--- config.mk ---
export PLATFORM = sky130hd
export DESIGN_NAME = uart_i2c_mode_seq_flat
export DESIGN_NICKNAME = d
export VERILOG_FILES = /design/src/rtl/uart_i2c_mode_seq_pkg.sv /design/src/rtl/uart_i2c_mode_seq_if.sv /design/src/rtl/uart_i2c_mode_seq.sv /design/src/flat_wrapper.sv
export SDC_FILE = /design/constraint.sdc
export NUM_CORES = 1
export LEC_CHECK = 0
export BUFFER_PORTS_ARGS = -buffer_cell sky130_fd_sc_hd__buf_2
export CAP_MARGIN = 0
export CORE_AREA = 5 5 80 82
export DETAILED_ROUTE_END_ITERATION = 10
export DIE_AREA = 0 0 85 87
export GPL_TIMING_DRIVEN = 0
export REMOVE_ABC_BUFFERS = 1
export SLEW_MARGIN = 25
export SYNTH_ARGS = -nofsm -noshare
export SYNTH_HDL_FRONTEND = slang
export SYNTH_SLANG_ARGS = --single-unit
export TNS_END_PERCENT = 5
--- constraint.sdc ---
create_clock -name app_clk -period 3.9 [get_ports app_clk]
set_input_delay 0.78 -clock app_clk [delete_from_list [all_inputs] [get_ports app_clk]]
set_output_delay 0.78 -clock app_clk [all_outputs]
set_load 0.01 [all_outputs]
--- src/rtl/uart_i2c_mode_seq_pkg.sv ---
// Shared encodings and default widths for the UART/I2C pad-owner sequencer.
package uart_i2c_mode_seq_pkg;

    // Pad owner encoding, also the encoding of mode_req and uart_i2c_sel.
    typedef enum logic {
        MODE_UART = 1'b0,
        MODE_I2C  = 1'b1
    } mode_e;

    // Switch sequencer states.
    typedef enum logic [1:0] {
        ST_ACTIVE = 2'd0,
        ST_DRAIN  = 2'd1,
        ST_GUARD  = 2'd2,
        ST_SETTLE = 2'd3
    } state_e;

    localparam int GUARD_W_DEF = 8;
    localparam int DRAIN_W_DEF = 16;

endpackage

--- src/rtl/uart_i2c_mode_seq_if.sv ---
// Control bundle between the UART/I2C wrapper and the mode sequencer.
interface uart_i2c_mode_seq_if;
    logic mode_req;
    logic uart_busy;
    logic i2c_busy;
    logic uart_i2c_sel;
    logic pad_hold;
    logic uart_srst_n;
    logic i2c_srst_n;
    logic switch_busy;
    logic switch_done;
    logic drain_timeout;

    // Wrapper side: supplies the request and core activity, consumes the controls.
    modport master (
        output mode_req, uart_busy, i2c_busy,
        input  uart_i2c_sel, pad_hold, uart_srst_n, i2c_srst_n,
               switch_busy, switch_done, drain_timeout
    );

    // Sequencer side.
    modport slave (
        input  mode_req, uart_busy, i2c_busy,
        output uart_i2c_sel, pad_hold, uart_srst_n, i2c_srst_n,
               switch_busy, switch_done, drain_timeout
    );
endinterface

--- src/rtl/uart_i2c_mode_seq.sv ---
// Hands the shared pads from one serial core to the other: drain the old
// owner, tristate the pads for a guard interval, flip the mux, let the new
// owner settle out of soft reset, then release the pads.
module uart_i2c_mode_seq
    import uart_i2c_mode_seq_pkg::*;
#(
    parameter int GUARD_W = GUARD_W_DEF,
    parameter int DRAIN_W = DRAIN_W_DEF
) (
    input  logic               app_clk,
    input  logic               arst_n,
    input  logic [GUARD_W-1:0] guard_cycles,
    input  logic [DRAIN_W-1:0] drain_limit,
    uart_i2c_mode_seq_if.slave bus
);

    state_e             state_q, state_d;
    logic               sel_q, sel_d;
    logic [GUARD_W-1:0] guard_cnt_q, guard_cnt_d;
    logic [DRAIN_W-1:0] drain_cnt_q, drain_cnt_d;
    logic               settle_cnt_q, settle_cnt_d;
    logic               pad_hold_q, pad_hold_d;
    logic               uart_srst_n_q, uart_srst_n_d;
    logic               i2c_srst_n_q, i2c_srst_n_d;
    logic               switch_busy_q, switch_busy_d;
    logic               switch_done_q, switch_done_d;
    logic               drain_timeout_q, drain_timeout_d;

    logic               owner_busy;
    logic [DRAIN_W:0]   drain_inc;
    logic [DRAIN_W-1:0] drain_sat;
    logic               drain_expired;
    logic [GUARD_W-1:0] guard_load;

    // Next-state logic; every output is computed from the next state so it
    // leaves the block straight from a flop.
    always_comb begin
        state_d         = state_q;
        sel_d           = sel_q;
        guard_cnt_d     = guard_cnt_q;
        drain_cnt_d     = drain_cnt_q;
        settle_cnt_d    = settle_cnt_q;
        drain_timeout_d = drain_timeout_q;

        owner_busy    = sel_q ? bus.i2c_busy : bus.uart_busy;
        // One extra bit so the saturation point and the limit compare are exact.
        drain_inc     = {1'b0, drain_cnt_q} + (DRAIN_W+1)'(1);
        drain_sat     = drain_inc[DRAIN_W] ? drain_cnt_q : drain_inc[DRAIN_W-1:0];
        drain_expired = (drain_limit != '0) && (drain_inc >= {1'b0, drain_limit});
        // Guard lasts max(guard_cycles,1) cycles; the counter holds remaining-1.
        guard_load    = (guard_cycles == '0) ? '0 : guard_cycles - GUARD_W'(1);

        unique case (state_q)
            ST_ACTIVE: begin
                if (bus.mode_req != sel_q) begin
                    state_d     = ST_DRAIN;
                    drain_cnt_d = '0;
                end
            end
            ST_DRAIN: begin
                drain_cnt_d = drain_sat;
                if (bus.mode_req == sel_q) begin
                    state_d = ST_ACTIVE;
                end else if (!owner_busy) begin
                    state_d     = ST_GUARD;
                    guard_cnt_d = guard_load;
                end else if (drain_expired) begin
                    state_d         = ST_GUARD;
                    guard_cnt_d     = guard_load;
                    drain_timeout_d = 1'b1;
                end
            end
            ST_GUARD: begin
                if (guard_cnt_q == '0) begin
                    state_d      = ST_SETTLE;
                    sel_d        = ~sel_q;
                    settle_cnt_d = 1'b0;
                end else begin
                    guard_cnt_d = guard_cnt_q - GUARD_W'(1);
                end
            end
            ST_SETTLE: begin
                if (settle_cnt_q) begin
                    state_d      = ST_ACTIVE;
                    settle_cnt_d = 1'b0;
                end else begin
                    settle_cnt_d = 1'b1;
                end
            end
            default: state_d = ST_ACTIVE;
        endcase

        pad_hold_d    = (state_d == ST_GUARD) || (state_d == ST_SETTLE);
        // Both cores are held in reset while the pads are in the guard gap.
        uart_srst_n_d = (state_d != ST_GUARD) && (sel_d == MODE_UART);
        i2c_srst_n_d  = (state_d != ST_GUARD) && (sel_d == MODE_I2C);
        switch_busy_d = (state_d != ST_ACTIVE);
        switch_done_d = (state_q == ST_SETTLE) && (state_d == ST_ACTIVE);
    end

    // State and output registers; reset drops any switch in flight.
    always_ff @(posedge app_clk or negedge arst_n) begin
        if (!arst_n) begin
            state_q         <= ST_ACTIVE;
            sel_q           <= MODE_UART;
            guard_cnt_q     <= '0;
            drain_cnt_q     <= '0;
            settle_cnt_q    <= 1'b0;
            pad_hold_q      <= 1'b0;
            uart_srst_n_q   <= 1'b1;
            i2c_srst_n_q    <= 1'b0;
            switch_busy_q   <= 1'b0;
            switch_done_q   <= 1'b0;
            drain_timeout_q <= 1'b0;
        end else begin
            state_q         <= state_d;
            sel_q           <= sel_d;
            guard_cnt_q     <= guard_cnt_d;
            drain_cnt_q     <= drain_cnt_d;
            settle_cnt_q    <= settle_cnt_d;
            pad_hold_q      <= pad_hold_d;
            uart_srst_n_q   <= uart_srst_n_d;
            i2c_srst_n_q    <= i2c_srst_n_d;
            switch_busy_q   <= switch_busy_d;
            switch_done_q   <= switch_done_d;
            drain_timeout_q <= drain_timeout_d;
        end
    end

    assign bus.uart_i2c_sel  = sel_q;
    assign bus.pad_hold      = pad_hold_q;
    assign bus.uart_srst_n   = uart_srst_n_q;
    assign bus.i2c_srst_n    = i2c_srst_n_q;
    assign bus.switch_busy   = switch_busy_q;
    assign bus.switch_done   = switch_done_q;
    assign bus.drain_timeout = drain_timeout_q;

endmodule

--- src/flat_wrapper.sv ---
// flat-port wrapper written by rule: the top's interface ports become plain ports
module uart_i2c_mode_seq_flat import uart_i2c_mode_seq_pkg::*;
#(
    parameter int GUARD_W = GUARD_W_DEF,
    parameter int DRAIN_W = DRAIN_W_DEF
)
  (app_clk, arst_n, guard_cycles, drain_limit, bus_mode_req, bus_uart_busy, bus_i2c_busy, bus_uart_i2c_sel, bus_pad_hold, bus_uart_srst_n, bus_i2c_srst_n, bus_switch_busy, bus_switch_done, bus_drain_timeout);
  uart_i2c_mode_seq_if bus_i ();
  input  logic app_clk;
  input  logic arst_n;
  input  logic [GUARD_W-1:0] guard_cycles;
  input  logic [DRAIN_W-1:0] drain_limit;
  input wire logic [$bits(bus_i.mode_req)-1:0] bus_mode_req;
  input wire logic [$bits(bus_i.uart_busy)-1:0] bus_uart_busy;
  input wire logic [$bits(bus_i.i2c_busy)-1:0] bus_i2c_busy;
  output wire logic [$bits(bus_i.uart_i2c_sel)-1:0] bus_uart_i2c_sel;
  output wire logic [$bits(bus_i.pad_hold)-1:0] bus_pad_hold;
  output wire logic [$bits(bus_i.uart_srst_n)-1:0] bus_uart_srst_n;
  output wire logic [$bits(bus_i.i2c_srst_n)-1:0] bus_i2c_srst_n;
  output wire logic [$bits(bus_i.switch_busy)-1:0] bus_switch_busy;
  output wire logic [$bits(bus_i.switch_done)-1:0] bus_switch_done;
  output wire logic [$bits(bus_i.drain_timeout)-1:0] bus_drain_timeout;
  assign bus_i.mode_req = bus_mode_req;
  assign bus_i.uart_busy = bus_uart_busy;
  assign bus_i.i2c_busy = bus_i2c_busy;
  assign bus_uart_i2c_sel = bus_i.uart_i2c_sel;
  assign bus_pad_hold = bus_i.pad_hold;
  assign bus_uart_srst_n = bus_i.uart_srst_n;
  assign bus_i2c_srst_n = bus_i.i2c_srst_n;
  assign bus_switch_busy = bus_i.switch_busy;
  assign bus_switch_done = bus_i.switch_done;
  assign bus_drain_timeout = bus_i.drain_timeout;
  uart_i2c_mode_seq #(.GUARD_W(GUARD_W), .DRAIN_W(DRAIN_W)) u_core (.app_clk(app_clk), .arst_n(arst_n), .guard_cycles(guard_cycles), .drain_limit(drain_limit), .bus(bus_i));
endmodule
==> impl_metrics.env, run 1 <==
export IMPL_cts_buffers_inserted=5
export IMPL_cp_startpoint="u_core.drain_cnt_q[0]$_DFFE_PN0P_"
export IMPL_fp_dieH_um=87
export IMPL_routed_via_count=2113
export IMPL_die_width_um=85
export IMPL_cts_hold_repair_buffers=0
export IMPL_end_kind="register"
export IMPL_total_switching_power_w=0.000534
export IMPL_swShare_pct=39.1
export IMPL_place_inst=388
export IMPL_portion_of_total_power_attributed_to_sequential_cells_pct=39.9
export IMPL_path_class="reg -> reg"
export IMPL_number_of_global_route_vias_before_repair=2139
export IMPL_cts_tree="built"
export IMPL_global_route_usage_total_pct=15.9
export IMPL_critPathLaunchType="register"
export IMPL_synth_distinct_cells=51
export IMPL_critical_path_peak_fanout=9
export IMPL_cts_reportedPaths_clkPinSlew_ps=70
export IMPL_synth_seq_area_share_pct=34.6
export IMPL_clock_sinks=34
export IMPL_worst_r2r_path_depth=13
export IMPL_drc_violations_left=0
export IMPL_placed_cell_area_um2=2690
export IMPL_status="finished, final reports clean"
export IMPL_max_freq_mhz=273
export IMPL_max_flop_register="u_core.drain_cnt_q"
export IMPL_end_of_the_worst_hold_path="u_core.bus.drain_timeout$_DFFE_PN0P_"
export IMPL_dp_hpwl_mm=4.16
export IMPL_hold_start="u_core.bus.drain_timeout$_DFFE_PN0P_"
export IMPL_power_static_leakage_nw=1.34
export IMPL_die_area_um2=7400
export IMPL_antenna_diode_count=0
export IMPL_min_period_over_period_pct=93.8
export IMPL_wl_per_cell_um=13.8
export IMPL_port_buffers=35
export IMPL_design_core_area_um2=5680
export IMPL_cellInternalPower_w=0.000833
export IMPL_drive_gt1_share_pct=19.3
export IMPL_grt_antenna_before_repair=0
export IMPL_postLayoutCellArea_um2=2810
export IMPL_critical_path_reg2reg_endpoint="u_core.guard_cnt_q[1]$_DFFE_PN0P_"
export IMPL_reg2reg_slack_ps=240
export IMPL_report_final_slew_viol_count=0
export IMPL_min_delay_path_depth=2
export IMPL_postRouteAntennaNets=0
export IMPL_io_pin_count=36
export IMPL_number_of_flops_mapped_to_enable_cells_by_yosys=0
export IMPL_post_place_setup_slack_ps=-63.0
export IMPL_cts_root_buf="sky130_fd_sc_hd__clkbuf_8"
export IMPL_global_route_wire_length_before_repair_mm=9.51
export IMPL_syn_instance_count=283
export IMPL_ys_warnings_count=0
export IMPL_setup_viol_count_final=0
export IMPL_clkLatencyLatePin_ps=280
export IMPL_post_layout_total_power_w=0.00137
export IMPL_final_hold_slack_ps=477
export IMPL_required_ps=4070
export IMPL_ctsHtreeMaxLevel=2
export IMPL_postSynthAreaPerCell_um2=8.70
export IMPL_drt_total_wl_mm=5.46
export IMPL_flow_area_growth_from_synthesis_pct=14.1
export IMPL_share_of_synthesized_flip_flops_with_an_asynchronous_set_or_reset_pct=100
export IMPL_ir_worst_vdd_mv=0.274
export IMPL_synthFlopType="sky130_fd_sc_hd__dfrtp_1"
export IMPL_period_minus_ws_final_ps=3660
export IMPL_synthesized_area_um2=2460
export IMPL_power_frac_clock_pct=19.5
export IMPL_rows=28
export IMPL_synth_seq_cells=34
export IMPL_drtIter0Drc=72
export IMPL_post_route_worst_setup_slack_ps=242
export IMPL_drt_vias_per_instance=5.32
export IMPL_worst_ep_arrival_time_ps=3830
export IMPL_drt_pass_1_iters=4
export IMPL_hold_viol=0
export IMPL_timing_max_cap_violations=0
export IMPL_worst_pin_slew_ps=880
export IMPL_globalplace_congestion=0.810
export IMPL_synth_top_area_share_pct=33.6
export IMPL_grt_remaining_overflow=0
export IMPL_nNetsFinal=370
export IMPL_synth_area_leaders="sky130_fd_sc_hd__dfrtp_1 (34%), sky130_fd_sc_hd__ha_1 (10%), sky130_fd_sc_hd__nor2_1 (4.9%)"
export IMPL_hold_path_class="reg -> reg"
export IMPL_pin_count_of_the_biggest_net_entering_global_routing=35
export IMPL_share_comb_of_total_power_pct=40.6
export IMPL_fin_clk_skew_ps=3.86
export IMPL_initial_core_util_pct=43.4
export IMPL_slew_headroom_pct=41.1
export IMPL_power_density_cell_area_nw_per_um2=486
export IMPL_worst_r2r_startpoint="u_core.drain_cnt_q[0]$_DFFE_PN0P_"
export IMPL_synth_largest_area_cell="sky130_fd_sc_hd__dfrtp_1"
export IMPL_cts_buffer_depth=2
export IMPL_top_regs="u_core.drain_cnt_q x16, u_core.guard_cnt_q x8, u_core.state_q x2"
export IMPL_largest_register_ff_count=16
export IMPL_final_instance_count_excl_fill=397
export IMPL_rsz0062_at_grt="false"
==> worst max-delay path by stage <==
stage,to,slack (ps),depth (start not counted)
after floorplan,u_core.guard_cnt_q[0]$_DFFE_PN0P_,390,13
after global placement,u_core.guard_cnt_q[0]$_DFFE_PN0P_,-50,13
after detailed placement,u_core.guard_cnt_q[1]$_DFFE_PN0P_,-60,13
after CTS,u_core.guard_cnt_q[0]$_DFFE_PN0P_,30,13
after global routing,u_core.guard_cnt_q[1]$_DFFE_PN0P_,10,13
final,u_core.guard_cnt_q[1]$_DFFE_PN0P_,240,13
==> cells in the final DEF, fill, tap and decap left out, drive strengths merged, types with 2 or more instances in the layout <==
cell type  instances
nand3             14
xnor2             10
nand2             26
a31oi              2
a32o               2
o21ai             20
xor2              12
o22ai              8
and3               2
nor2              33
a21oi             15
or2                3
and2               3
buf               36
a21o               3
dfrtp             33
nor4               4
clkbuf             7
a22o               4
nor2b              2
nand4              3
mux2               2
o31ai              7
nor3               7
nand2b             5
o22a               2
ha                20
inv               22
==> per-stage QoR <==
step,utilization (%),setup TNS (ps)
after floorplan,-,0
after global placement,47.5,-107
after detailed placement,47.5,-122
after CTS,49.2,0
after global routing,49.5,0
final,49.5,0
==> routing by layer <==
metal | vias to the layer above | global-route usage, % | share of wire, %
met3 | 6 | 3.78 | 5.3
met2 | 49 | 26.0 | 46
met5 | - | 0 | 0
li1 | 1079 | - | -
met1 | 979 | 20.6 | 47
met4 | 0 | 5.32 | 1.3
==> cell type report <==
cell class | count | area [um2]
inverter | 22 | 82.6
clock inverter | 1 | 5.00
multi-input combinational | 222 | 1510
sequential | 34 | 853
timing repair buffer | 36 | 183
clock buffer | 7 | 86.3
tap | 75 | 93.8
fill | 581 | 2870
==> power by group through the flow <==
stage	registers (W)	clock network (W)	logic (W)
global route	0.000561	0.000292	0.000643
global placement	0.000548	0	0.000541
detailed placement	0.000548	0	0.000552
finish	0.000546	0.000266	0.000555
floorplan	0.000533	0	0.000412
CTS	0.000543	0.000279	0.000557
==> cells by family (layout without fill, tap and decap cells) <==
logic type / after synthesis / count (layout) / share of synthesized area (%)
multiplexers: 3 / 3 / 1.63
XOR/XNOR: 22 / 22 / 7.83
adder cells (fa/ha/maj): 20 / 20 / 10.2
AO/OA/AOI/OAI: 68 / 68 / 18.8
buffers and inverters: 27 / 66 / 4.83
AND/OR/NAND/NOR: 109 / 109 / 22.2
flip-flops: 34 / 34 / 34.6
==> synth_stat cells (all sizes together), types with 8 or more instances <==
library cell,number
dfrtp,33
nor2,33
nand2,26
inv,22
ha,20
o21ai,20
a21oi,15
nand3,14
xor2,12
xnor2,10
o22ai,8
==> critical path: stages, from the launching register on <==
cell and delay, ps:
sky130_fd_sc_hd__dfrtp_2 410, sky130_fd_sc_hd__ha_2 230, sky130_fd_sc_hd__nand3_1 150, sky130_fd_sc_hd__nor3_2 220, sky130_fd_sc_hd__and3_4 250, sky130_fd_sc_hd__nand3_1 140, sky130_fd_sc_hd__xnor2_1 170, sky130_fd_sc_hd__ha_1 290
sky130_fd_sc_hd__nand4_1 140, sky130_fd_sc_hd__or4_1 570, sky130_fd_sc_hd__o2111a_2 330, sky130_fd_sc_hd__nor2_8 180, sky130_fd_sc_hd__o21ai_4 130, sky130_fd_sc_hd__mux2_4 330
==> timing repair <==
item	CTS	global route
endpoints found under the hold margin	0	0
resized for setup	2	4
pin swaps	0	2
setup buffers	0	1
setup endpoints to repair	2	10
Power figures use the tool's default switching activity.
==> inputs of run 2 (changes only) <==
- ABC_AREA: default -> 1
- BUFFER_PORTS_ARGS: -buffer_cell sky130_fd_sc_hd__buf_2 -> -buffer_cell sky130_fd_sc_hd__buf_4
- CORE_AREA: 5 5 80 82 -> 5 5 82 84
- DIE_AREA: 0 0 85 87 -> 0 0 87 89
==> impl_metrics.env, run 2 <==
export IMPL_cts_buffer_depth=2
export IMPL_cts_hold_repair_buffers=0
export IMPL_hold_viol=0
export IMPL_synthesized_area_um2=2570
export IMPL_final_instance_count_excl_fill=468
export IMPL_power_density_cell_area_nw_per_um2=521
export IMPL_fp_dieH_um=89
export IMPL_cts_root_buf="sky130_fd_sc_hd__clkbuf_8"
export IMPL_synth_common_cells="sky130_fd_sc_hd__nand2_1 (88), sky130_fd_sc_hd__inv_1 (69), sky130_fd_sc_hd__dfrtp_1 (33)"
export IMPL_postLayoutCellArea_um2=3030
export IMPL_drc_violations_left=0
export IMPL_nNetsFinal=441
export IMPL_final_common_cell="sky130_fd_sc_hd__nand2_1"
export IMPL_timing_max_cap_violations=0
export IMPL_most_common_layout_cells="sky130_fd_sc_hd__nand2_1 (88), sky130_fd_sc_hd__inv_1 (69), sky130_fd_sc_hd__buf_4 (35), sky130_fd_sc_hd__dfrtp_1 (33), sky130_fd_sc_hd__nor2_1 (26)"
export IMPL_status="finished, final reports clean"
export IMPL_flow_area_growth_from_synthesis_pct=17.8
export IMPL_synthFlopType="sky130_fd_sc_hd__dfrtp_1"
export IMPL_synth_area_leaders="sky130_fd_sc_hd__dfrtp_1 (32%), sky130_fd_sc_hd__nand2_1 (13%), sky130_fd_sc_hd__inv_1 (10%)"
export IMPL_max_flop_register="u_core.drain_cnt_q"
export IMPL_min_period_over_period_pct=83.1
export IMPL_number_of_global_route_vias_before_repair=2176
export IMPL_wl_per_cell_um=12.7
export IMPL_critical_path_peak_fanout=10
export IMPL_slew_headroom_pct=58.2
export IMPL_power_static_leakage_nw=1.65
export IMPL_synth_seq_cells=34
export IMPL_required_ps=4070
export IMPL_rsz0062_at_grt="false"
export IMPL_ctsHtreeMaxLevel=2
export IMPL_syn_instance_count=351
export IMPL_routed_via_count=2285
export IMPL_synth_distinct_cells=35
export IMPL_hold_path_class="in -> async"
export IMPL_rows=28
export IMPL_synth_largest_area_cell="sky130_fd_sc_hd__dfrtp_1"
export IMPL_footprint_of_the_multi_input_gates_um2=1450
export IMPL_grt_remaining_overflow=0
export IMPL_drt_total_wl_mm=5.93
export IMPL_post_place_setup_slack_ps=632
export IMPL_die_area_um2=7740
export IMPL_design_core_area_um2=5850
export IMPL_drt_pass_1_iters=5
export IMPL_largest_register_ff_count=16
export IMPL_place_inst=460
export IMPL_post_route_worst_setup_slack_ps=661
export IMPL_pin_count_of_the_biggest_net_entering_global_routing=35
export IMPL_synth_seq_area_share_pct=33.1
export IMPL_path_class="reg -> reg"
export IMPL_cts_tree="built"
export IMPL_initial_core_util_pct=44.0
export IMPL_drtIter0Drc=90
export IMPL_postRouteAntennaNets=0
export IMPL_drt_vias_per_instance=4.88
export IMPL_port_buffers=35
export IMPL_synthMostInstantiatedCell="sky130_fd_sc_hd__nand2_1"
export IMPL_cts_buffers_inserted=5
export IMPL_critPathLaunchType="register"
export IMPL_die_width_um=87
export IMPL_globalplace_congestion=0.812
export IMPL_ff_latch_area_um2=852
export IMPL_setup_viol_count_final=0
export IMPL_max_freq_mhz=309
export IMPL_io_pin_count=36
export IMPL_antenna_diode_count=0
export IMPL_clkLatencyLatePin_ps=280
export IMPL_share_of_synthesized_flip_flops_with_an_asynchronous_set_or_reset_pct=100
export IMPL_cts_reportedPaths_clkPinSlew_ps=70
export IMPL_postSynthAreaPerCell_um2=7.33
export IMPL_dp_hpwl_mm=4.73
export IMPL_drive_gt1_share_pct=15.8
export IMPL_ir_worst_vdd_mv=0.382
export IMPL_postCtsResizedCells=0
export IMPL_end_kind="register"
export IMPL_timing_setup_tns_ps=0
export IMPL_number_of_flops_mapped_to_enable_cells_by_yosys=0
export IMPL_synth_top_area_share_pct=32.1
export IMPL_ys_warnings_count=0
export IMPL_placed_cell_area_um2=2920
export IMPL_worst_ep_arrival_time_ps=3410
export IMPL_report_final_slew_viol_count=0
export IMPL_fin_clk_skew_ps=2.91
export IMPL_worst_pin_slew_ps=625
export IMPL_period_minus_ws_final_ps=3240
export IMPL_grt_antenna_before_repair=0
export IMPL_cts_post_setup_buffers_inserted=0
export IMPL_clock_sinks=34
export IMPL_global_route_usage_total_pct=16.5
export IMPL_top_regs="u_core.drain_cnt_q x16, u_core.guard_cnt_q x8, u_core.state_q x2"
export IMPL_global_route_wire_length_before_repair_mm=9.94
export IMPL_layout_filler_cells=587
-- run 2: changes by cell type in the layout (fill, tap and decap cells not counted), moves of 4 or more --
cell	delta
sky130_fd_sc_hd__inv_1	+48
sky130_fd_sc_hd__nand3_1	-5
sky130_fd_sc_hd__nand4_1	+12
sky130_fd_sc_hd__o31ai_1	-7
sky130_fd_sc_hd__nor2_1	-5
sky130_fd_sc_hd__buf_2	-35
sky130_fd_sc_hd__nand2_1	+62
sky130_fd_sc_hd__xnor2_1	-4
sky130_fd_sc_hd__a21oi_1	-8
sky130_fd_sc_hd__nand2_2	+5
sky130_fd_sc_hd__nor2_4	+4
sky130_fd_sc_hd__buf_4	+34
sky130_fd_sc_hd__nand2b_1	-5
-- run 2: area by class of cell --
| class | count | area share (%) |
|---|---|---|
| tap | 75 | 3.10 |
| multi-input combinational | 246 | 47.9 |
| clock buffer | 7 | 2.52 |
| clock inverter | 1 | 0.991 |
| sequential | 34 | 28.1 |
| inverter | 70 | 8.67 |
| timing repair buffer | 35 | 8.67 |
-- run 2: through the flow --
stage               power, W  hold slack [ps]  util, %
floorplan            0.00103              460        -
global placement     0.00125              489     50.0
detailed placement   0.00127              493     50.0
CTS                  0.00159              460     51.8
global route         0.00172              471     51.8
finish               0.00158              438     51.8
-- run 2: path summary, 6_finish.rpt --
kind                                                            to  cells after the start  slack, ps                         startpoint
min in group app_clk               u_core.settle_cnt_q$_DFFE_PN0P_                      1        500    u_core.settle_cnt_q$_DFFE_PN0P_
worst max register to register   u_core.guard_cnt_q[1]$_DFFE_PN0P_                     21        660  u_core.drain_cnt_q[0]$_DFFE_PN0P_
worst max-delay path             u_core.guard_cnt_q[1]$_DFFE_PN0P_                     21        660  u_core.drain_cnt_q[0]$_DFFE_PN0P_
worst min register to register     u_core.settle_cnt_q$_DFFE_PN0P_                      1        500    u_core.settle_cnt_q$_DFFE_PN0P_
worst min-delay path            u_core.drain_cnt_q[12]$_DFFE_PN0P_                      1        440                             arst_n
max in group asynchronous         u_core.bus.uart_srst_n$_DFF_PN1_                      1       3110                             arst_n
-- run 2: worst max-delay path, cell delays in order (launching register included) --
cell                      delay (ps)
sky130_fd_sc_hd__dfrtp_1         430
sky130_fd_sc_hd__ha_1            220
sky130_fd_sc_hd__nand3_2         130
sky130_fd_sc_hd__nor2_4          130
sky130_fd_sc_hd__nand2_2         110
sky130_fd_sc_hd__nor2_1          100
sky130_fd_sc_hd__nand2_1          70
sky130_fd_sc_hd__nor2_1          170
sky130_fd_sc_hd__nand2_1          90
sky130_fd_sc_hd__xor2_1          220
sky130_fd_sc_hd__inv_1            70
sky130_fd_sc_hd__ha_1            310
sky130_fd_sc_hd__and3_1          180
sky130_fd_sc_hd__nand3_1          90
sky130_fd_sc_hd__nor2_2          130
sky130_fd_sc_hd__nand2_2          60
sky130_fd_sc_hd__nand2_2         100
sky130_fd_sc_hd__nand2_4          70
sky130_fd_sc_hd__nand3_4         130
sky130_fd_sc_hd__nand3_4         160
sky130_fd_sc_hd__nand2_1         110
sky130_fd_sc_hd__nand2_1          50
-- run 2: kinds of logic (layout without fill, tap and decap cells) --
kind of cell	Yosys count	in the layout	share of synthesized area (%)
simple gates	167	167	31.2
buf+inv	71	113	10.4
compound gates	40	40	9.05
flops	34	34	33.1
fa+ha+maj	20	20	9.73
xor+xnor	19	19	6.47
-- run 2: power by group --
| group | switching [W] | total, W | leakage, nW | internal [W] |
|---|---|---|---|---|
| Combinational | 0.000457 | 0.000719 | 1.15 | 0.000262 |
| Clock | 0.000126 | 0.000317 | 0.0524 | 0.000191 |
| Sequential | 0.0000849 | 0.000541 | 0.446 | 0.000456 |
| Total | 0.000668 | 0.00158 | 1.65 | 0.000910 |
-- run 2: metal layers --
metal,GRT usage [%],wire length [um],vias up
li1,-,-,1208
met1,23.1,2950,1028
met2,25.5,2650,36
met3,3.23,227,13
met4,5.81,106,0
met5,0,0,-
==> inputs of run 3 (changes only) <==
- PLACE_DENSITY: default -> 0.66
- clock period: 3.9 -> 2.8 ns (I/O delays scaled with it)
==> impl_metrics.env, run 3 (synthesized netlist as in run 2, its figures left out) <==
export IMPL_drtIter0Drc=99
export IMPL_grt_remaining_overflow=0
export IMPL_crit_path_frequent_cell="sky130_fd_sc_hd__nand2_2"
export IMPL_most_common_layout_cells="sky130_fd_sc_hd__nand2_1 (81), sky130_fd_sc_hd__inv_1 (66), sky130_fd_sc_hd__buf_4 (52), sky130_fd_sc_hd__dfrtp_1 (30), sky130_fd_sc_hd__nor2_1 (22)"
export IMPL_antenna_diode_count=0
export IMPL_slew_headroom_pct=51.4
export IMPL_ctsHtreeMaxLevel=2
export IMPL_drt_vias_per_instance=5.02
export IMPL_worst_ep_arrival_time_ps=3010
export IMPL_port_buffers=35
export IMPL_timing_setup_tns_ps=-193
export IMPL_cts_buffer_depth=2
export IMPL_cts_reportedPaths_clkPinSlew_ps=70
export IMPL_post_place_setup_slack_ps=-402
export IMPL_top_regs="u_core.drain_cnt_q x16, u_core.guard_cnt_q x8, u_core.state_q x2"
export IMPL_hold_viol=0
export IMPL_cts_buffers_inserted=5
export IMPL_power_density_cell_area_nw_per_um2=674
export IMPL_drt_total_wl_mm=6.02
export IMPL_largest_register_ff_count=16
export IMPL_design_core_area_um2=5850
export IMPL_cts_tree="built"
export IMPL_end_kind="register"
export IMPL_worst_pin_slew_ps=727
export IMPL_path_class="reg -> reg"
export IMPL_period_minus_ws_final_ps=2840
export IMPL_pin_count_of_the_biggest_net_entering_global_routing=35
export IMPL_die_width_um=87
export IMPL_critical_path_slowest_cell="sky130_fd_sc_hd__dfrtp_2"
export IMPL_power_static_leakage_nw=1.78
export IMPL_rsz0062_at_grt="true"
export IMPL_setup_viol_count_final=10
export IMPL_grt_antenna_before_repair=0
export IMPL_flow_area_growth_from_synthesis_pct=29.3
export IMPL_postRouteAntennaNets=0
export IMPL_global_route_usage_total_pct=16.9
export IMPL_critical_path_peak_fanout=4
export IMPL_report_final_slew_viol_count=0
export IMPL_cts_hold_repair_buffers=0
export IMPL_min_period_over_period_pct=101
export IMPL_final_hold_slack_ps=220
export IMPL_required_ps=2970
export IMPL_global_route_wire_length_before_repair_mm=10.5
export IMPL_cts_root_buf="sky130_fd_sc_hd__clkbuf_8"
export IMPL_ir_worst_vdd_mv=0.397
export IMPL_die_area_um2=7740
export IMPL_clkLatencyLatePin_ps=280
export IMPL_clock_sinks=34
export IMPL_critPathLaunchType="register"
export IMPL_post_layout_total_power_w=0.00224
export IMPL_timing_critical_path_cells="inv_2 > nor3_4 > nand2_2 > nor2_2 > nand4_1 > or2_1 > nand2_2 > inv_2 > ha_4 > and3_4 > nand3_1 > nor2_2 > nand2_2 > nand2_4 > nand2_4 > nand2_1 > nand3_2 > or2_1"
export IMPL_drive_gt1_share_pct=26.7
export IMPL_critical_path_max_stage_delay_ps=420
export IMPL_number_of_global_route_vias_before_repair=2391
export IMPL_globalplace_congestion=0.790
export IMPL_routed_via_count=2446
export IMPL_status="finished with violations"
export IMPL_drc_violations_left=0
export IMPL_max_flop_register="u_core.drain_cnt_q"
export IMPL_drt_pass_1_iters=5
export IMPL_io_pin_count=36
export IMPL_max_freq_mhz=352
export IMPL_fp_dieH_um=89
export IMPL_wl_per_cell_um=12.4
export IMPL_hold_path_class="in -> async"
export IMPL_post_route_worst_setup_slack_ps=-42.0
export IMPL_initial_core_util_pct=44.0
export IMPL_critical_path_top_delay_family="simple AND/OR/NAND/NOR gates"
export IMPL_fin_clk_skew_ps=8.27
export IMPL_rows=28
export IMPL_nNetsFinal=460
export IMPL_number_of_buffers_and_inverters_on_the_critical_path=2
export IMPL_timing_max_cap_violations=0
export IMPL_final_common_cell="sky130_fd_sc_hd__nand2_1"
export IMPL_failed_checks="negative setup slack"
export IMPL_dp_hpwl_mm=4.46
## run 3: changes by cell type in the layout (fill, tap and decap cells not counted), moves of 4 or more
cell                      change
sky130_fd_sc_hd__ha_4         +4
sky130_fd_sc_hd__nor2_1       -4
sky130_fd_sc_hd__buf_4       +17
sky130_fd_sc_hd__nand2_1      -7
sky130_fd_sc_hd__ha_1         -4
sky130_fd_sc_hd__nand2_2      +5
## run 3: area by class of cell
type	instances	area [um2]
well taps	75	93.8
clock buffers	7	86.3
repair buffers	52	390
clock inverters	1	5.00
fillers	549	2520
inverters	70	263
flip-flops and latches	34	856
multi-input cells	248	1630
## run 3: repair_timing
| item | in CTS | in global routing |
|---|---|---|
| resized for setup | 14 | 24 |
| pin swaps | 10 | 21 |
| cloned | 2 | 0 |
| setup endpoints to repair | 16 | 16 |
| setup buffers | 8 | 9 |
| hold endpoints to repair | 0 | 0 |
## run 3: path summary, 6_finish.rpt
| path | from | end | slack (ps) | cells past startpoint |
|---|---|---|---|---|
| min in group app_clk | u_core.bus.drain_timeout$_DFFE_PN0P_ | u_core.bus.drain_timeout$_DFFE_PN0P_ | 500 | 1 |
| max in group asynchronous | arst_n | u_core.bus.uart_srst_n$_DFF_PN1_ | 2230 | 1 |
| worst max-delay path | u_core.drain_cnt_q[3]$_DFFE_PN0P_ | u_core.bus.switch_busy$_DFF_PN0_ | -40 | 18 |
| worst max register to register | u_core.drain_cnt_q[3]$_DFFE_PN0P_ | u_core.bus.switch_busy$_DFF_PN0_ | -40 | 18 |
| worst min-delay path | arst_n | u_core.bus.pad_hold$_DFF_PN0_ | 220 | 1 |
| worst min register to register | u_core.bus.drain_timeout$_DFFE_PN0P_ | u_core.bus.drain_timeout$_DFFE_PN0P_ | 500 | 1 |
## run 3: report_power, final
| part | internal, W | switching [W] |
|---|---|---|
| sequential | 0.000638 | 0.000120 |
| clock | 0.000198 | 0.000171 |
| combinational | 0.000432 | 0.000682 |
| total | 0.00127 | 0.000973 |
## run 3: routing by layer
| layer | wire length [um] | part of all wire (%) | global-route usage, % | up-vias |
|---|---|---|---|---|
| met5 | 0 | 0 | 0 | - |
| met4 | 132 | 2.2 | 7.37 | 0 |
| met3 | 298 | 5.0 | 2.30 | 12 |
| met2 | 3050 | 51 | 30.9 | 64 |
| met1 | 2530 | 42 | 19.6 | 1114 |
| li1 | - | - | - | 1256 |
## run 3: through the flow
step | area [um2] | util, % | cells
floorplan | 2570 | - | 350
global placement | 2920 | 50.0 | 460
detailed placement | 2920 | 50.0 | 460
CTS | 3170 | 54.2 | 478
global route | 3330 | 56.9 | 487
finish | 3330 | 56.9 | 487
